File: config.mk
export PLATFORM = sky130hd
export DESIGN_NAME = uart_tx_arb
export DESIGN_NICKNAME = d
export VERILOG_FILES = /design/src/rtl/uart_tx_arb.sv
export SDC_FILE = /design/constraint.sdc
export NUM_CORES = 1
export LEC_CHECK = 0
export CORE_UTILIZATION = 52
export DETAILED_ROUTE_END_ITERATION = 8
export PLACE_DENSITY = 0.82
export SETUP_SLACK_MARGIN = 0.15
export SYNTH_ARGS = -nofsm -noshare
export SYNTH_HDL_FRONTEND = slang
export SYNTH_SLANG_ARGS = --single-unit
File: constraint.sdc
create_clock -name clk -period 2.25 [get_ports clk]
set_input_delay 0.675 -clock clk [delete_from_list [all_inputs] [get_ports clk]]
set_output_delay 0.675 -clock clk [all_outputs]
set_load 0.03 [all_outputs]
File: src/rtl/uart_tx_arb.sv
// Two-requester byte arbiter in front of a UART transmitter: round-robin grants,
// multi-byte lock frames, tx_done timeout and an inter-byte idle gap.
//
// state | meaning
// IDLE  | link free; arbitrate between eligible requesters
// WAIT  | byte handed to UART_tx; waiting for tx_done or timeout
// GAP   | post-byte idle spacing before the next grant
module uart_tx_arb #(
   parameter int GAP_CYC = 2,
   parameter int TO_CYC  = 8192
) (
   input  logic       clk,
   input  logic       rst,
   input  logic       req0,
   input  logic       req1,
   input  logic [7:0] data0,
   input  logic [7:0] data1,
   input  logic       lock0,
   input  logic       lock1,
   output logic       ack0,
   output logic       ack1,
   output logic       done0,
   output logic       done1,
   output logic       trmt,
   output logic [7:0] tx_data,
   input  logic       tx_done,
   output logic       busy,
   output logic       owner,
   output logic       timeout_err,
   input  logic       err_clr
);

   typedef enum logic [1:0] {IDLE, WAIT, GAP} state_t;

   localparam logic [15:0] TO_LAST  = 16'(TO_CYC - 1);
   localparam logic [7:0]  GAP_LAST = (GAP_CYC > 0) ? 8'(GAP_CYC - 1) : 8'd0;

   state_t      state;
   logic        lock_flg;
   logic [15:0] wait_cnt;
   logic [7:0]  gap_cnt;

   logic owner_lock;
   logic elig0;
   logic elig1;
   logic gnt_any;
   logic gnt_sel;

   // A held lock restricts eligibility to the current owner only.
   always_comb begin
      owner_lock = owner ? lock1 : lock0;
      elig0      = req0 && (!lock_flg || !owner);
      elig1      = req1 && (!lock_flg || owner);
      gnt_any    = elig0 || elig1;
      if (elig0 && elig1) gnt_sel = ~owner;
      else                gnt_sel = elig1;
   end

   always_ff @(posedge clk or posedge rst) begin
      if (rst) begin
         state       <= IDLE;
         lock_flg    <= 1'b0;
         wait_cnt    <= 16'd0;
         gap_cnt     <= 8'd0;
         trmt        <= 1'b0;
         ack0        <= 1'b0;
         ack1        <= 1'b0;
         done0       <= 1'b0;
         done1       <= 1'b0;
         busy        <= 1'b0;
         timeout_err <= 1'b0;
         tx_data     <= 8'd0;
         owner       <= 1'b1;
      end else begin
         trmt  <= 1'b0;
         ack0  <= 1'b0;
         ack1  <= 1'b0;
         done0 <= 1'b0;
         done1 <= 1'b0;
         if (err_clr) timeout_err <= 1'b0;
         case (state)
            IDLE: begin
               if (gnt_any) begin
                  tx_data  <= gnt_sel ? data1 : data0;
                  trmt     <= 1'b1;
                  ack0     <= ~gnt_sel;
                  ack1     <= gnt_sel;
                  owner    <= gnt_sel;
                  lock_flg <= gnt_sel ? lock1 : lock0;
                  wait_cnt <= 16'd0;
                  busy     <= 1'b1;
                  state    <= WAIT;
               end else if (!owner_lock) begin
                  lock_flg <= 1'b0;
               end
            end
            WAIT: begin
               if (tx_done) begin
                  done0    <= ~owner;
                  done1    <= owner;
                  wait_cnt <= 16'd0;
                  if (GAP_CYC == 0) begin
                     busy  <= 1'b0;
                     state <= IDLE;
                  end else begin
                     gap_cnt <= GAP_LAST;
                     state   <= GAP;
                  end
               end else if (wait_cnt == TO_LAST) begin
                  // abort: the set here overrides a coincident err_clr above
                  timeout_err <= 1'b1;
                  lock_flg    <= 1'b0;
                  wait_cnt    <= 16'd0;
                  busy        <= 1'b0;
                  state       <= IDLE;
               end else begin
                  wait_cnt <= wait_cnt + 16'd1;
               end
            end
            GAP: begin
               if (gap_cnt == 8'd0) begin
                  busy  <= 1'b0;
                  state <= IDLE;
               end else begin
                  gap_cnt <= gap_cnt - 8'd1;
               end
            end
            default: begin
               busy  <= 1'b0;
               state <= IDLE;
            end
         endcase
      end
   end

endmodule

==> impl_metrics.prom <==
# TYPE chip_impl_metric gauge
chip_impl_metric{name="globalplace.congestion",unit=""} 0.850
chip_impl_metric{name="total_net_switching_power",unit="mW"} 1.35
chip_impl_metric{name="synth_xor_xnor_area_share",unit="%"} 1.95
chip_impl_metric{name="finish.utilization",unit="%"} 70.9
chip_impl_metric{name="muxShareOfSynthArea",unit="%"} 3.57
chip_impl_metric{name="grt_total_ovfl",unit=""} 0
chip_impl_metric{name="grt_pass1_vias",unit=""} 1804
chip_impl_info{name="ys_top_cells_by_area",value="sky130_fd_sc_hd__dfrtp_1 47%, sky130_fd_sc_hd__a21oi_1 5.4%, sky130_fd_sc_hd__nor2_1 3.9%"} 1
chip_impl_metric{name="share_seq_of_total_power",unit="%"} 36.4
chip_impl_metric{name="drt_drc_violations_left",unit=""} 0
chip_impl_metric{name="area_growth_syn_to_layout",unit="%"} 28.3
chip_impl_info{name="path_cells",value="clkdlybuf4s50_1"} 1
chip_impl_metric{name="cts_h_tree_depth",unit=""} 2
chip_impl_metric{name="post_synth_and_or_nand_nor_area_fraction",unit="%"} 23.3
chip_impl_metric{name="max_freq",unit="MHz"} 490
chip_impl_metric{name="crit_required",unit="ns"} 1.57
chip_impl_info{name="unrepaired_setup_endpoints_after_global_routing",value="false"} 1
chip_impl_metric{name="final_hpwl_from_detailed_placement",unit="um"} 3520
chip_impl_metric{name="numCtsBuffers",unit=""} 5
chip_impl_metric{name="timing.final.crit_period",unit="ns"} 2.04
chip_impl_metric{name="die-height",unit="um"} 67.7
chip_impl_info{name="crit-reg2reg-capture",value="wait_cnt[14]$_DFFE_PP0P_"} 1
chip_impl_metric{name="num_rows",unit=""} 23
chip_impl_metric{name="drive_gt1_share",unit="%"} 13.1
chip_impl_metric{name="drt-total-wl",unit="um"} 4780
chip_impl_metric{name="power_switching_share",unit="%"} 41.3
chip_impl_info{name="yosysMostFrequentCell",value="sky130_fd_sc_hd__dfrtp_1"} 1
chip_impl_metric{name="yosys_warnings",unit=""} 0
chip_impl_metric{name="track_usage",unit="%"} 23.4
chip_impl_metric{name="antenna_found_initial",unit=""} 0
chip_impl_info{name="worstSetupPathType",value="reg -> out"} 1
chip_impl_metric{name="clk_pin_slew_worst_paths",unit="ns"} 0.08
chip_impl_metric{name="firstDrtPassIters",unit=""} 4
chip_impl_metric{name="num-nets-final",unit=""} 309
chip_impl_metric{name="synth.distinct_cells",unit=""} 50
chip_impl_info{name="crit_path_end_kind",value="output pin"} 1
chip_impl_metric{name="r2r.worst_path.cells",unit=""} 6
chip_impl_info{name="critical_path.endpoint",value="busy"} 1
chip_impl_metric{name="start_util",unit="%"} 55.3
chip_impl_metric{name="rrSetupSlack",unit="ns"} 0.35
chip_impl_metric{name="final.period_utilization",unit="%"} 90.8
chip_impl_metric{name="cp.arrival",unit="ns"} 1.37
chip_impl_metric{name="ir_drop",unit="mV"} 0.714
chip_impl_metric{name="drt_iter0_markers",unit=""} 166
chip_impl_info{name="synthTopCellsByCount",value="42 x sky130_fd_sc_hd__dfrtp_1, 24 x sky130_fd_sc_hd__a21oi_1, 23 x sky130_fd_sc_hd__nor2_1"} 1
chip_impl_metric{name="numClockSinks",unit=""} 43
chip_impl_metric{name="post_synth_inst_count",unit=""} 230
chip_impl_info{name="timing.critical_path.from",value="busy$_DFFE_PP0P_"} 1
chip_impl_metric{name="timing.critical_path.buf_inv",unit=""} 1
chip_impl_info{name="worstHoldPathType",value="reg -> reg"} 1
chip_impl_metric{name="power.density_cell_area",unit="nW/um^2"} 1140
chip_impl_metric{name="fin_area",unit="um^2"} 2880
chip_impl_metric{name="via_per_inst",unit=""} 5.72
chip_impl_metric{name="hold_viol_final",unit=""} 0
chip_impl_metric{name="power_frac_comb",unit="%"} 48.3
chip_impl_info{name="synth_top_family_by_area",value="simple AND/OR/NAND/NOR gates"} 1
chip_impl_info{name="ys_dominant_reg_cell",value="sky130_fd_sc_hd__dfrtp_1"} 1
chip_impl_metric{name="synthDominantCellAreaShare",unit="%"} 46.9
chip_impl_info{name="r2r_start",value="owner$_DFFE_PP1P_"} 1
chip_impl_metric{name="vias",unit=""} 1906
chip_impl_metric{name="io-pin-count",unit=""} 40
chip_impl_metric{name="dieWidth",unit="um"} 67.7
chip_impl_info{name="result_of_the_run",value="complete, no violations"} 1
chip_impl_metric{name="worstSetupPathDepth",unit=""} 1
chip_impl_metric{name="p_int",unit="mW"} 1.92
chip_impl_info{name="timing.critical_path.max_delay_family",value="buffers and inverters"} 1
chip_impl_metric{name="synth_fa_ha_area_share",unit="%"} 1.67
chip_impl_metric{name="async_flop_share",unit="%"} 100
chip_impl_metric{name="finClkSkew",unit="ns"} 0.0102
chip_impl_info{name="cp-start-kind",value="flip-flop"} 1
chip_impl_metric{name="placeableCoreArea",unit="um^2"} 4060
chip_impl_info{name="cts-root-buf",value="sky130_fd_sc_hd__clkbuf_8"} 1
chip_impl_metric{name="number_of_flops_mapped_to_enable_cells_by_yosys",unit=""} 0
chip_impl_metric{name="die_area",unit="um^2"} 4580
chip_impl_metric{name="synth_compound_gate_area_share",unit="%"} 17.3
chip_impl_metric{name="first_pass_grt_wire_length",unit="um"} 7920
chip_impl_metric{name="worstPathMaxFanout",unit=""} 2
chip_impl_metric{name="syn_avg_cell_area",unit="um^2"} 9.75
chip_impl_metric{name="transition_time_at_the_pin_with_the_least_slew_margin",unit="ns"} 0.430
chip_impl_metric{name="grt_max_degree",unit=""} 44
chip_impl_metric{name="antenna_cells",unit=""} 0
chip_impl_metric{name="power_leakage",unit="nW"} 1.23
chip_impl_metric{name="timing.critical_path.slowest_cell_delay",unit="ns"} 0.69
chip_impl_metric{name="synth_sequential_area_ratio",unit="%"} 48.0
chip_impl_metric{name="power.clock.fraction",unit="%"} 15.3
chip_impl_metric{name="io_buffers",unit=""} 39
chip_impl_metric{name="detailed_place.area",unit="um^2"} 2780
chip_impl_info{name="post-synth-top-area-cell",value="sky130_fd_sc_hd__dfrtp_1"} 1
chip_impl_metric{name="final_antenna_net_count",unit=""} 0
chip_impl_info{name="critical-path-slowest-cell",value="sky130_fd_sc_hd__clkdlybuf4s50_1"} 1
chip_impl_metric{name="synth_seq_cells",unit=""} 43
chip_impl_metric{name="maxCapViolations",unit=""} 0
chip_impl_metric{name="maximum_clock_insertion_buffer_count",unit=""} 2
chip_impl_metric{name="mapped_nets",unit=""} 257
chip_impl_metric{name="syn-cell-area",unit="um^2"} 2240
chip_impl_metric{name="worst_slew_margin_rel",unit="%"} 71.1
chip_impl_metric{name="report.final.slew_viol_count",unit=""} 0
chip_impl_metric{name="worst_skew_pair.late_latency",unit="ns"} 0.30
chip_impl_metric{name="wire_per_inst",unit="um"} 14.4
chip_impl_info{name="cts_tree",value="built"} 1
chip_impl_metric{name="finalSetupViolations",unit=""} 0
chip_impl_info{name="hold_start",value="wait_cnt[15]$_DFFE_PP0P_"} 1
[cells by family after synthesis]
group	Yosys count
flip-flops	43
adder cells (fa/ha/maj)	3
multiplexers	8
AND/OR/NAND/NOR	88
AO/OA/AOI/OAI	62
XOR/XNOR	5
buffers and inverters	21
[power groups by stage]
| stage | logic (mW) | registers, mW | clock network [mW] |
|---|---|---|---|
| after floorplan | 0.836 | 1.38 | 0 |
| after global placement | 1.54 | 1.19 | 0 |
| after detailed placement | 1.58 | 1.20 | 0 |
| after CTS | 1.58 | 1.19 | 0.513 |
| after global routing | 1.72 | 1.23 | 0.541 |
| final | 1.58 | 1.19 | 0.500 |
[flip-flops by register name, indices dropped and copies added (netlist names)]
signal / count
ack0: 1
ack1: 1
busy: 1
done0: 1
done1: 1
gap_cnt: 8
lock_flg: 1
owner: 1
state: 2
timeout_err: 1
trmt: 1
tx_data: 8
wait_cnt: 16
[worst min path at each step]
stage | endpoint | slack (ns) | cells past startpoint
6_report | wait_cnt[15]$_DFFE_PP0P_ | 0.49 | 1
5_1_grt | wait_cnt[15]$_DFFE_PP0P_ | 0.52 | 1
4_1_cts | wait_cnt[15]$_DFFE_PP0P_ | 0.51 | 1
3_5_place_dp | wait_cnt[15]$_DFFE_PP0P_ | 0.50 | 1
3_3_place_gp | wait_cnt[15]$_DFFE_PP0P_ | 0.47 | 1
2_1_floorplan | wait_cnt[15]$_DFFE_PP0P_ | 0.45 | 1
[per-stage QoR]
| step | total power, mW | setup TNS [ns] | std cells | setup WS, ns | hold WS (ns) |
|---|---|---|---|---|---|
| 5_1_grt | 3.49 | 0 | 333 | 0.162 | 0.517 |
| 3_3_place_gp | 2.73 | -0.0367 | 325 | -0.0367 | 0.469 |
| 6_report | 3.27 | 0 | 333 | 0.208 | 0.494 |
| 4_1_cts | 3.28 | 0 | 333 | 0.210 | 0.507 |
| 2_1_floorplan | 2.22 | 0 | 230 | 0.503 | 0.451 |
| 3_5_place_dp | 2.78 | -0.0907 | 325 | -0.0528 | 0.495 |
[layout make-up]
type,instances,area (um^2)
clock inverters,1,5.00
multi-input cells,166,1080
fillers,323,1180
clock buffers,7,86.3
inverters,13,48.8
well taps,50,62.6
flip-flops and latches,43,1080
repair buffers,53,519
[repair_timing]
| action | in CTS | in global routing |
|---|---|---|
| buffers inserted | 0 | 0 |
| hold buffers | 0 | 0 |
| resized for setup | 1 | 1 |
| setup endpoints to repair | 1 | 1 |
[routing by layer]
layer  share of wire [%]  vias up  global-route usage [%]
met5                   0        -                       0
met4                 1.7        0                    8.24
met3                 5.2        8                    5.41
met2                  48       52                    39.1
met1                  45      910                    29.2
li1                    -      936                       -
[cell usage in the layout (no fill, tap or decap), drive strengths merged, types with 7 or more instances in the layout]
master          n
clkbuf          7
buf            14
mux2i           8
nand3           9
a21oi          24
inv            13
o21ai          12
nand2          16
clkdlybuf4s50  38
o31ai           9
dfrtp          42
nor2           25
No activity file was read; power rests on OpenSTA's default activity.
